File: src/rtl/pc_pkg.sv
// Shared types and constants for the fetch-stage program-counter unit.
package pc_pkg;

  typedef enum logic [2:0] {
    SEL_RESET,
    SEL_REDIRECT,
    SEL_HOLD,
    SEL_RAS,
    SEL_SEQ
  } next_pc_sel_e;

  localparam int unsigned INSTR_BYTES = 4;

endpackage

File: src/rtl/pc_ras.sv
// Circular return-address stack; a push when full overwrites the oldest entry.
// Compiled only when PC_RAS_EN is defined.
`ifdef PC_RAS_EN
module pc_ras #(
  parameter int unsigned DATA_WIDTH = 32,
  parameter int unsigned RAS_DEPTH  = 4
) (
  input  logic                  clk,
  input  logic                  rst,
  input  logic                  push_i,
  input  logic                  pop_i,
  input  logic [DATA_WIDTH-1:0] push_data_i,
  output logic [DATA_WIDTH-1:0] top_o,
  output logic                  empty_o
);
  import pc_pkg::*;

  localparam int unsigned PtrW = $clog2(RAS_DEPTH);
  localparam int unsigned CntW = $clog2(RAS_DEPTH + 1);

  logic [DATA_WIDTH-1:0] r_mem [RAS_DEPTH];
  logic [PtrW-1:0]       r_ptr;
  logic [CntW-1:0]       r_cnt;
  logic [PtrW-1:0]       w_top_ptr;
  logic                  w_pop_ok;

  // r_ptr is the next free slot; the top lives one below it.
  assign w_top_ptr = r_ptr - PtrW'(1);
  assign empty_o   = (r_cnt == '0);
  assign top_o     = r_mem[w_top_ptr];
  assign w_pop_ok  = pop_i & ~empty_o;

  always_ff @(posedge clk) begin
    if (rst) begin
      r_ptr <= '0;
      r_cnt <= '0;
    end else if (w_pop_ok && !push_i) begin
      r_ptr <= w_top_ptr;
      r_cnt <= r_cnt - CntW'(1);
    end else if (push_i && !w_pop_ok) begin
      r_ptr <= r_ptr + PtrW'(1);
      if (r_cnt != CntW'(RAS_DEPTH)) begin
        r_cnt <= r_cnt + CntW'(1);
      end
    end
  end

  // Pop plus push replaces the top in place.
  always_ff @(posedge clk) begin
    if (push_i) begin
      if (w_pop_ok) begin
        r_mem[w_top_ptr] <= push_data_i;
      end else begin
        r_mem[r_ptr] <= push_data_i;
      end
    end
  end

endmodule
`endif

File: src/rtl/pc_unit.sv
// Fetch program counter: reset / redirect / hold / RAS prediction / PC+4.
// Return prediction is built only when PC_RAS_EN is defined.
module pc_unit
  import pc_pkg::*;
#(
  parameter int unsigned DATA_WIDTH   = 32,
  parameter logic [DATA_WIDTH-1:0] RESET_VECTOR = '0,
  parameter int unsigned RAS_DEPTH    = 4
) (
  input  logic                  clk,
  input  logic                  rst,
  input  logic                  stall_i,
  input  logic                  redirect_i,
  input  logic [DATA_WIDTH-1:0] redirect_target_i,
  input  logic                  call_i,
  input  logic                  ret_i,
  output logic [DATA_WIDTH-1:0] pc_o,
  output logic [DATA_WIDTH-1:0] pc_plus4_o,
  output logic                  pred_ret_o,
  output logic                  misalign_o
);

  logic [DATA_WIDTH-1:0] r_pc;
  logic                  r_misalign;
  logic [DATA_WIDTH-1:0] w_next_pc;
  logic [DATA_WIDTH-1:0] w_ras_top;
  logic                  w_ras_hit;
  next_pc_sel_e          w_sel;

  assign pc_o       = r_pc;
  assign pc_plus4_o = r_pc + DATA_WIDTH'(INSTR_BYTES);
  assign misalign_o = r_misalign;

`ifdef PC_RAS_EN
  logic w_advance;
  logic w_ras_empty;
  logic r_pred_ret;

  assign w_advance = ~rst & ~redirect_i & ~stall_i;
  assign w_ras_hit = ret_i & ~w_ras_empty;

  pc_ras #(
    .DATA_WIDTH (DATA_WIDTH),
    .RAS_DEPTH  (RAS_DEPTH)
  ) u_ras (
    .clk         (clk),
    .rst         (rst),
    .push_i      (w_advance & call_i),
    .pop_i       (w_advance & ret_i),
    .push_data_i (pc_plus4_o),
    .top_o       (w_ras_top),
    .empty_o     (w_ras_empty)
  );

  // A held PC keeps its origin flag.
  always_ff @(posedge clk) begin
    if (rst) begin
      r_pred_ret <= 1'b0;
    end else if (w_sel != SEL_HOLD) begin
      r_pred_ret <= (w_sel == SEL_RAS);
    end
  end

  assign pred_ret_o = r_pred_ret;
`else
  logic        w_unused_pred;
  logic [31:0] w_unused_depth;

  assign w_ras_hit      = 1'b0;
  assign w_ras_top      = '0;
  assign pred_ret_o     = 1'b0;
  assign w_unused_pred  = call_i ^ ret_i;
  assign w_unused_depth = 32'(RAS_DEPTH);
`endif

  always_comb begin
    w_sel = SEL_SEQ;
    if (rst) begin
      w_sel = SEL_RESET;
    end else if (redirect_i) begin
      w_sel = SEL_REDIRECT;
    end else if (stall_i) begin
      w_sel = SEL_HOLD;
    end else if (w_ras_hit) begin
      w_sel = SEL_RAS;
    end
  end

  always_comb begin
    w_next_pc = pc_plus4_o;
    case (w_sel)
      SEL_RESET:    w_next_pc = RESET_VECTOR;
      SEL_REDIRECT: w_next_pc = {redirect_target_i[DATA_WIDTH-1:2], 2'b00};
      SEL_HOLD:     w_next_pc = r_pc;
      SEL_RAS:      w_next_pc = w_ras_top;
      default:      w_next_pc = pc_plus4_o;
    endcase
  end

  always_ff @(posedge clk) begin
    if (rst) begin
      r_pc       <= RESET_VECTOR;
      r_misalign <= 1'b0;
    end else begin
      r_pc       <= w_next_pc;
      r_misalign <= redirect_i & (redirect_target_i[1:0] != 2'b00);
    end
  end

endmodule
File: config.mk
export PLATFORM = sky130hd
export DESIGN_NAME = pc_unit
export DESIGN_NICKNAME = d
export VERILOG_FILES = /design/src/rtl/pc_pkg.sv /design/src/rtl/pc_ras.sv /design/src/rtl/pc_unit.sv
export SDC_FILE = /design/constraint.sdc
export NUM_CORES = 1
export LEC_CHECK = 0
export BUFFER_PORTS_ARGS = -buffer_cell sky130_fd_sc_hd__buf_2
export CAP_MARGIN = 20
export CORE_MARGIN = 4
export CORE_UTILIZATION = 40
export CTS_CLUSTER_SIZE = 8
export DETAILED_ROUTE_END_ITERATION = 10
export PLACE_DENSITY = 0.73
export SYNTH_ARGS = -nofsm -noshare
export SYNTH_HDL_FRONTEND = slang
export SYNTH_SLANG_ARGS = --single-unit
File: constraint.sdc
create_clock -name clk -period 1.8 [get_ports clk]
set_input_delay 0 -clock clk [delete_from_list [all_inputs] [get_ports clk]]
set_output_delay 0 -clock clk [all_outputs]
set_load 0.05 [all_outputs]
==> qor.yml, run 1 <==
status: "finished with violations"
violations: "hold timing, setup timing"
hold_path.class: "primary input to flop"
cp-end-kind: "output pin"
critPathMaxFanout: 6
vias_per_cell: 5.735
yosysUniqueCellTypes: 40
hold_viol: 1
start_kind: "flop"
htreeDepth: 2
drive_gt1_frac: 0.6429
grt_max_degree: 32
period_share: 1.142
tightest_slew_ns: 0.5777
setup_tns_ns: -3.146
overflow: 0
die_h_um: 83.31
pre_cts_ws_ns: -0.04555
vias: 3223
grt_usage: 0.2741
drv_cap: 0
drtIter0Drc: 245
synth-xor-area-share: 0.1969
cts_sinks: 31
synth_most_common_cell: "nor2_1"
clock_latency_ns: 0.30
post-route-min-period_ns: 2.055
p_leak_nw: 2.177
port_buffers: 96
synth_compound_area_frac: 0.1092
nFillCells: 232
start_util: 0.4120
yosys-top-cells-area: "dfxtp_1 27%, xnor2_1 12%, nor2_1 8.3%"
clockRootBuffer: "clkbuf_8"
synth_top_family_by_area: "simple AND/OR/NAND/NOR gates"
crit_required_ns: 1.80
wire_per_inst_um: 21.83
yosys.area.top_type: "dfxtp_1"
rsz0062_at_grt: "true"
cts_tree: "yes"
skew_ns: 0.004568
fmax_mhz: 486.6
clkTransAtPathRegs_ns: 0.07
syn_area_um2: 2268
die_area_um2: 6940
coreArea_um2: 5507
yosys.area.top_type_share: 0.2736
final_antenna_net_count: 0
worstPathArrival_ns: 2.06
synthTopCellsByCount: "50 x nor2_1, 31 x dfxtp_1, 30 x xnor2_1"
cts_buffer_depth: 2
slew_headroom: 0.6123
yosys_warnings: 0
grt_antenna_before_repair: 0
avgSynthCellArea_um2: 7.690
die_w_um: 83.31
syn_inst: 295
synth_edf_count: 0
row_count: 27
wl_um: 12270
place_hpwl_um: 6138
async_flop_share: 0
drt_first_pass_iters: 5
drv_slew: 0
place_congestion: 0.8486
cts_buffers: 5
p_per_area_nw_per_um2: 487.9
worst_slack_ns: -0.2553
worst_hold_slack_ns: -0.01572
muxShareOfSynthArea: 0.02703
synthSimpleGateAreaFrac: 0.3172
finalSetupViolations: 26
ios: 104
synth_seq_cells: 31
critical_path_class: "flop to output pin"
syn2layout_area_growth_pct: 115.2
remaining_drc_errors: 0
final_net_count: 528
synth_flop_cell: "dfxtp_1"
fin_util: 0.8866
grt_first_pass_wirelength_um: 15550
synth_fa_ha_area_frac: 0.005516
diodes: 0
ys_seq_area_frac: 0.2736
peakVddDrop_mv: 0.5186
grt_pass1_vias: 3021
-- path summary, 6_finish.rpt --
check,from,endpoint,slack (ns),cells past startpoint
worst min register to register,pc_o[24],pc_o[24],0.71,3
worst min-delay path,redirect_target_i[17],pc_o[17],-0.02,3
worst max-delay path,pc_o[9],pc_plus4_o[30],-0.26,9
worst max register to register,pc_o[9],pc_o[22],-0.19,8
-- critical path: stages (launching register included) --
cell	delay (ns)
dfxtp_4	0.37
nand3_4	0.08
buf_6	0.13
nor4_4	0.28
buf_6	0.18
nand2_8	0.08
buf_6	0.13
nor2_4	0.15
xor2_4	0.17
buf_6	0.17
-- cell type report --
type	instances	area (um^2)	share of cell area
Multi-Input combinational cell	234	2337	0.4787
Timing Repair Buffer	213	1654	0.3388
Sequential cell	31	705.7	0.1445
Tap cell	72	90.09	0.01845
Clock buffer	6	72.57	0.01486
Inverter	4	15.01	0.003075
Clock inverter	2	7.507	0.001538
-- cells by family (layout without fill, tap and decap cells) --
group                      Yosys count  in the layout
and+or+nand+nor                    137            137
other                                1              5
xor gates and xnor gates            51             51
adders and majority gates            1              1
AOI/OAI and AO/OA                   34             34
buffers and inverters               34            225
muxes                                6              6
DFF                                 31             31
-- power by group --
part | switching [mW] | leakage (nW) | internal [mW]
combinational | 0.669 | 1.86 | 0.376
clock | 0.285 | 0.0403 | 0.264
sequential | 0.0611 | 0.272 | 0.727
-- through the flow --
stage / total power, mW / instances / instance area [um^2]
CTS: 2.275 / 538 / 4454
detailed placement: 1.634 / 487 / 3674
finish: 2.382 / 562 / 4882
floorplan: 1.435 / 299 / 2943
global route: 2.445 / 562 / 4882
global placement: 1.620 / 487 / 3674
-- flip-flops by register name, summed over array words and instances, names as in the netlist --
name,flops
pc_o,30
misalign_o,1
-- repair_timing --
action                                 CTS  global route
setup endpoints to repair               30            40
endpoints found under the hold margin   20             2
pin swaps                               27            47
gates resized for setup                 81            56
cloned                                   0             0
buffers inserted                        22            26
hold buffers                            21             2
-- layer usage --
metal / track usage / wire [um] / vias to the layer above
li1: - / - / 1389
met1: 0.3413 / 4661 / 1562
met2: 0.4687 / 6075 / 216
met3: 0.05159 / 957 / 56
met4: 0.1010 / 573 / 0
met5: 0 / 0 / -
-- cells in the final DEF (no fill, tap or decap), types with 3 or more instances in the layout --
cell type,count
a211oi_1,10
and4_4,3
o21ai_0,4
clkbuf_8,5
a311oi_1,3
buf_4,69
nand3_4,7
xor2_2,9
a211oi_2,5
buf_6,44
nand2_4,3
mux2i_1,5
dfxtp_2,8
nor2_4,9
xor2_1,4
nand4_1,12
dfxtp_1,3
nor2_1,39
dfxtp_4,20
nor3_4,3
nor4_4,7
xor2_4,8
conb_1,5
buf_2,75
nand3_2,5
a21oi_1,5
xnor2_2,5
inv_1,4
nand3_1,5
xnor2_1,21
nand2_1,15
xnor2_4,4
dlygate4sd3_1,23
Note: power is estimated with default switching activity, not from simulation.
==> inputs of run 2 (changes only) <==
--- a/config.mk
+++ b/config.mk
@@ -11,7 +11,8 @@
 export CORE_UTILIZATION = 40
 export CTS_CLUSTER_SIZE = 8
 export DETAILED_ROUTE_END_ITERATION = 10
-export PLACE_DENSITY = 0.73
+export PLACE_DENSITY = 0.71
+export RECOVER_POWER = 100
 export SYNTH_ARGS = -nofsm -noshare
 export SYNTH_HDL_FRONTEND = slang
 export SYNTH_SLANG_ARGS = --single-unit
==> run 2 against run 1 <==
The flow finishes with violations (setup timing). Total power rose by 5.9%. Combinational power about the same. Die area did not move.
==> qor.yml, run 2 (synthesized netlist as in run 1, its figures left out) <==
placed_area_um2: 3633
ios: 104
final_antenna_net_count: 0
die_h_um: 83.31
hold_path.class: "primary input to flop"
vias: 3137
grt_usage: 0.2737
wl_um: 11060
clockRootBuffer: "clkbuf_8"
peakVddDrop_mv: 0.4092
p_leak_nw: 1.968
overflow: 0
fmax_mhz: 496.4
rsz0062_at_grt: "true"
nFillCells: 305
clkTransAtPathRegs_ns: 0.08
vias_per_cell: 5.735
final_common_cell: "buf_4"
coreArea_um2: 5507
critical_path_class: "flop to output pin"
hold_viol: 0
largest_reg_flops: 30
slew_headroom: 0.5490
final_net_count: 513
row_count: 27
place_hpwl_um: 5926
drv_cap: 0
grt_first_pass_wirelength_um: 15460
start_util: 0.4120
drtIter0Drc: 267
finalSetupViolations: 34
reg2reg_depth: 8
cp_cell_sequence: "nand2_4, or4_4, nor4_4, nand3_2, xnor2_4, buf_6"
grt_max_degree: 48
critPathMaxFanout: 3
grt_pass1_vias: 3029
grt_antenna_before_repair: 0
slowest_stage: "or4_4"
setup.worst_path.end: "pc_plus4_o[29]"
crit_buf_inv: 1
worstHoldStart: "redirect_target_i[15]"
pre_cts_ws_ns: -0.06268
multi_input_area_um2: 2271
dp_cells: 480
path_depth: 6
cp-startpoint: "pc_o[13]"
drv_slew: 0
cts_tree: "yes"
critPathTopFamily: "simple AND/OR/NAND/NOR gates"
critPathMaxStageDelay_ns: 0.56
fin_util: 0.8459
p_per_area_nw_per_um2: 541.3
design_power_total_mw: 2.522
start_kind: "flop"
skew_ns: 0.009206
wire_per_inst_um: 20.22
drive_gt1_frac: 0.5453
diodes: 0
crit_required_ns: 1.80
htreeDepth: 2
die_area_um2: 6940
worst_slack_ns: -0.2144
violations: "setup timing"
die_w_um: 83.31
fin_cells: 547
syn2layout_area_growth_pct: 105.4
cts_sinks: 31
tightest_slew_ns: 0.6795
cp-end-kind: "output pin"
drt_first_pass_iters: 5
cts_buffer_depth: 2
clock_latency_ns: 0.30
period_share: 1.119
place_congestion: 0.8527
rr_endpoint: "pc_o[12]"
port_buffers: 96
status: "finished with violations"
final_area_um2: 4658
r2r-start: "pc_o[9]"
layout_common_cells: "61 x buf_4, 39 x nor2_1, 38 x buf_2"
seq_area_um2: 699.4
remaining_drc_errors: 0
post-route-min-period_ns: 2.014
cts_buffers: 5
worstPathArrival_ns: 2.01
r2r_slack_ns: -0.13
==> run 2: cell count changes in the layout (fill, tap and decap cells not counted), sizes merged <==
| cell | delta |
|---|---|
| buf | -53 |
| clkbuf | +37 |
| bufinv | +1 |
==> run 2: repair_timing <==
action                                 CTS  global route
gates cloned                             0             0
hold buffers                            22             1
setup endpoints to repair               30            34
pin swaps                               30            24
gates resized for setup                 76            43
endpoints found under the hold margin   21             1
buffers inserted                        27            10
==> run 2: how the worst min path moves through the flow <==
stage	end	slack, ns	cells after the start
3_5_place_dp	pc_o[3]	0.24	3
5_1_grt	pc_o[15]	0.008	3
6_report	pc_o[15]	0.004	3
3_3_place_gp	pc_o[6]	0.23	3
2_1_floorplan	pc_o[29]	0.07	1
4_1_cts	pc_o[14]	0.003	3
==> run 2: report_power, final <==
group          internal (mW)  switching [mW]
Sequential             0.728          0.0607
Clock                  0.413           0.315
Combinational          0.355           0.650
==> run 2: layout make-up <==
class	instances	share of cell area
clock inverter	3	0.009401
sequential	31	0.1501
timing repair buffer	198	0.3156
inverter	4	0.003223
multi-input combinational	234	0.4875
clock buffer	5	0.01477
tap	72	0.01934
==> run 2: worst reg2reg max path, cell delays in order, from the launching register on <==
cell,delay (ns)
dfxtp_4,0.37
buf_6,0.10
and3_4,0.21
clkbuf_1,0.22
nand3_4,0.19
buf_4,0.20
nor2_1,0.13
xnor2_1,0.08
a211oi_1,0.31
==> run 2: metrics by stage <==
| stage | hold WS [ns] | TNS (ns) |
|---|---|---|
| after floorplan | 0.07228 | -1.761 |
| after global placement | 0.2338 | 0 |
| after detailed placement | 0.2411 | -0.1037 |
| after CTS | 0.003077 | -0.9945 |
| after global routing | 0.007615 | -5.682 |
| final | 0.003571 | -2.887 |
==> run 2: per-layer routing <==
metal  GRT usage  vias to the layer above  wire (um)  share of wire
li1            -                     1375          -              -
met5           0                        -          0              0
met3     0.05952                       40        890          0.080
met2      0.4745                      210       5427           0.49
met4      0.1144                        0        430          0.039
met1      0.3250                     1512       4314           0.39
==> inputs of run 3 (changes only) <==
--- a/config.mk
+++ b/config.mk
@@ -7,11 +7,13 @@
 export LEC_CHECK = 0
 export BUFFER_PORTS_ARGS = -buffer_cell sky130_fd_sc_hd__buf_2
 export CAP_MARGIN = 20
+export CELL_PAD_IN_SITES_DETAIL_PLACEMENT = 1
+export CELL_PAD_IN_SITES_GLOBAL_PLACEMENT = 1
 export CORE_MARGIN = 4
-export CORE_UTILIZATION = 40
+export CORE_UTILIZATION = 30
 export CTS_CLUSTER_SIZE = 8
 export DETAILED_ROUTE_END_ITERATION = 10
-export PLACE_DENSITY = 0.71
+export PLACE_DENSITY = 0.76
 export RECOVER_POWER = 100
 export SYNTH_ARGS = -nofsm -noshare
 export SYNTH_HDL_FRONTEND = slang
==> run 3 against run 2 <==
The flow finishes with violations (hold timing, setup timing). Total power barely moved. Clock skew increased by 0.0017 ns. Die area increased by 30%. Via count shrank 0.48%. Sequential cell count did not move. Sequential power about the same. Final cell count rose by 3.3%. Clock power fell by 2.8%. Routed wire length rose by 30%. Critical path type unchanged.
==> qor.yml, run 3 (synthesized netlist as in run 1, its figures left out) <==
port_buffers: 96
fmax_mhz: 457.9
final_net_count: 504
grt_first_pass_wirelength_um: 17720
status: "finished with violations"
die_area_um2: 9016
rsz0062_at_grt: "true"
cts_buffers: 5
critical_path_class: "flop to output pin"
nFillCells: 823
worst_slack_ns: -0.3840
start_util: 0.3111
cp-end-kind: "output pin"
finalSetupViolations: 39
grt_pass1_vias: 3248
crit_required_ns: 1.80
slew_headroom: 0.5471
critPathMaxFanout: 3
p_per_area_nw_per_um2: 540.4
wl_um: 14330
peakVddDrop_mv: 0.2903
vias: 3122
drive_gt1_frac: 0.5751
coreArea_um2: 7292
remaining_drc_errors: 0
violations: "hold timing, setup timing"
hold_path.class: "primary input to flop"
hold_depth: 3
cts_sinks: 31
drt_first_pass_iters: 4
vias_per_cell: 5.526
cts_tree: "yes"
die_h_um: 94.96
largest_reg_flops: 30
hold_viol: 1
start_kind: "flop"
wire_per_inst_um: 25.36
post-route-min-period_ns: 2.184
cts_buffer_depth: 2
worst_hold_slack_ns: -0.009264
grt_antenna_before_repair: 0
tightest_slew_ns: 0.6822
grt_max_degree: 32
ios: 104
place_congestion: 0.8363
p_leak_nw: 1.907
row_count: 31
drv_cap: 0
final_antenna_net_count: 0
clock_latency_ns: 0.30
die_w_um: 94.96
clockRootBuffer: "clkbuf_8"
pre_cts_ws_ns: -0.08854
place_hpwl_um: 7176
diodes: 0
drv_slew: 0
clkTransAtPathRegs_ns: 0.08
overflow: 0
design_power_total_mw: 2.522
skew_ns: 0.01091
reg2reg_depth: 6
syn2layout_area_growth_pct: 105.7
htreeDepth: 2
layout_common_cells: "56 x buf_4, 39 x nor2_1, 38 x buf_2"
grt_usage: 0.2589
drtIter0Drc: 182
period_share: 1.213
final_common_cell: "buf_4"
worstPathArrival_ns: 2.18
fin_util: 0.6400
## run 3: worst paths after layout
kind,start,endpoint,slack (ns)
max,pc_o[13],pc_plus4_o[25],-0.38
min,redirect_target_i[20],pc_o[20],-0.009
max reg2reg,pc_o[13],pc_o[29],-0.22
min reg2reg,pc_o[5],pc_o[5],0.70
## run 3: critical path: stages (launching register included)
cell and delay [ns]:
dfxtp_4 0.38, buf_4 0.11, buf_6 0.09, and4_4 0.25
nand4_1 0.19, buf_4 0.22, nor4_4 0.28, xor2_4 0.19
buf_6 0.18
## run 3: repair_timing
action,CTS,global route
hold endpoints to repair,18,0
hold buffers,19,0
endpoints found under the setup margin,31,39
buffers inserted,11,20
pin swaps,25,41
resized for setup,80,49
## run 3: stage by stage
step                TNS, ns  cell area, um^2  instances
detailed placement  -0.2860             3685        511
global route         -8.278             4667        565
floorplan            -1.761             2943        299
finish               -5.780             4667        565
CTS                  -2.167             4380        549
global placement          0             3685        511
## run 3: cell type report
type / count / area (um^2) / share of cell area
well taps: 99 / 123.9 / 0.02654
multi-input cells: 234 / 2316 / 0.4962
inverters: 4 / 15.01 / 0.003217
clock buffers: 7 / 107.6 / 0.02306
repair buffers: 189 / 1396 / 0.2992
clock inverters: 1 / 5.005 / 0.001072
flip-flops and latches: 31 / 703.2 / 0.1507
## run 3: power by group
part	leakage, nW	switching, mW	internal (mW)	total [mW]
Sequential	0.272	0.0641	0.728	0.792
Combinational	1.58	0.683	0.340	1.02
Clock	0.0594	0.314	0.393	0.707
Total	1.91	1.06	1.46	2.52
## run 3: metal layers
metal  wire (um)  global-route usage  up-vias
met2        7245              0.4774      153
met1        5695              0.3049     1572
li1            -                   -     1348
met5           0                   0        -
met3         785             0.03745       49
met4         600             0.08413        0
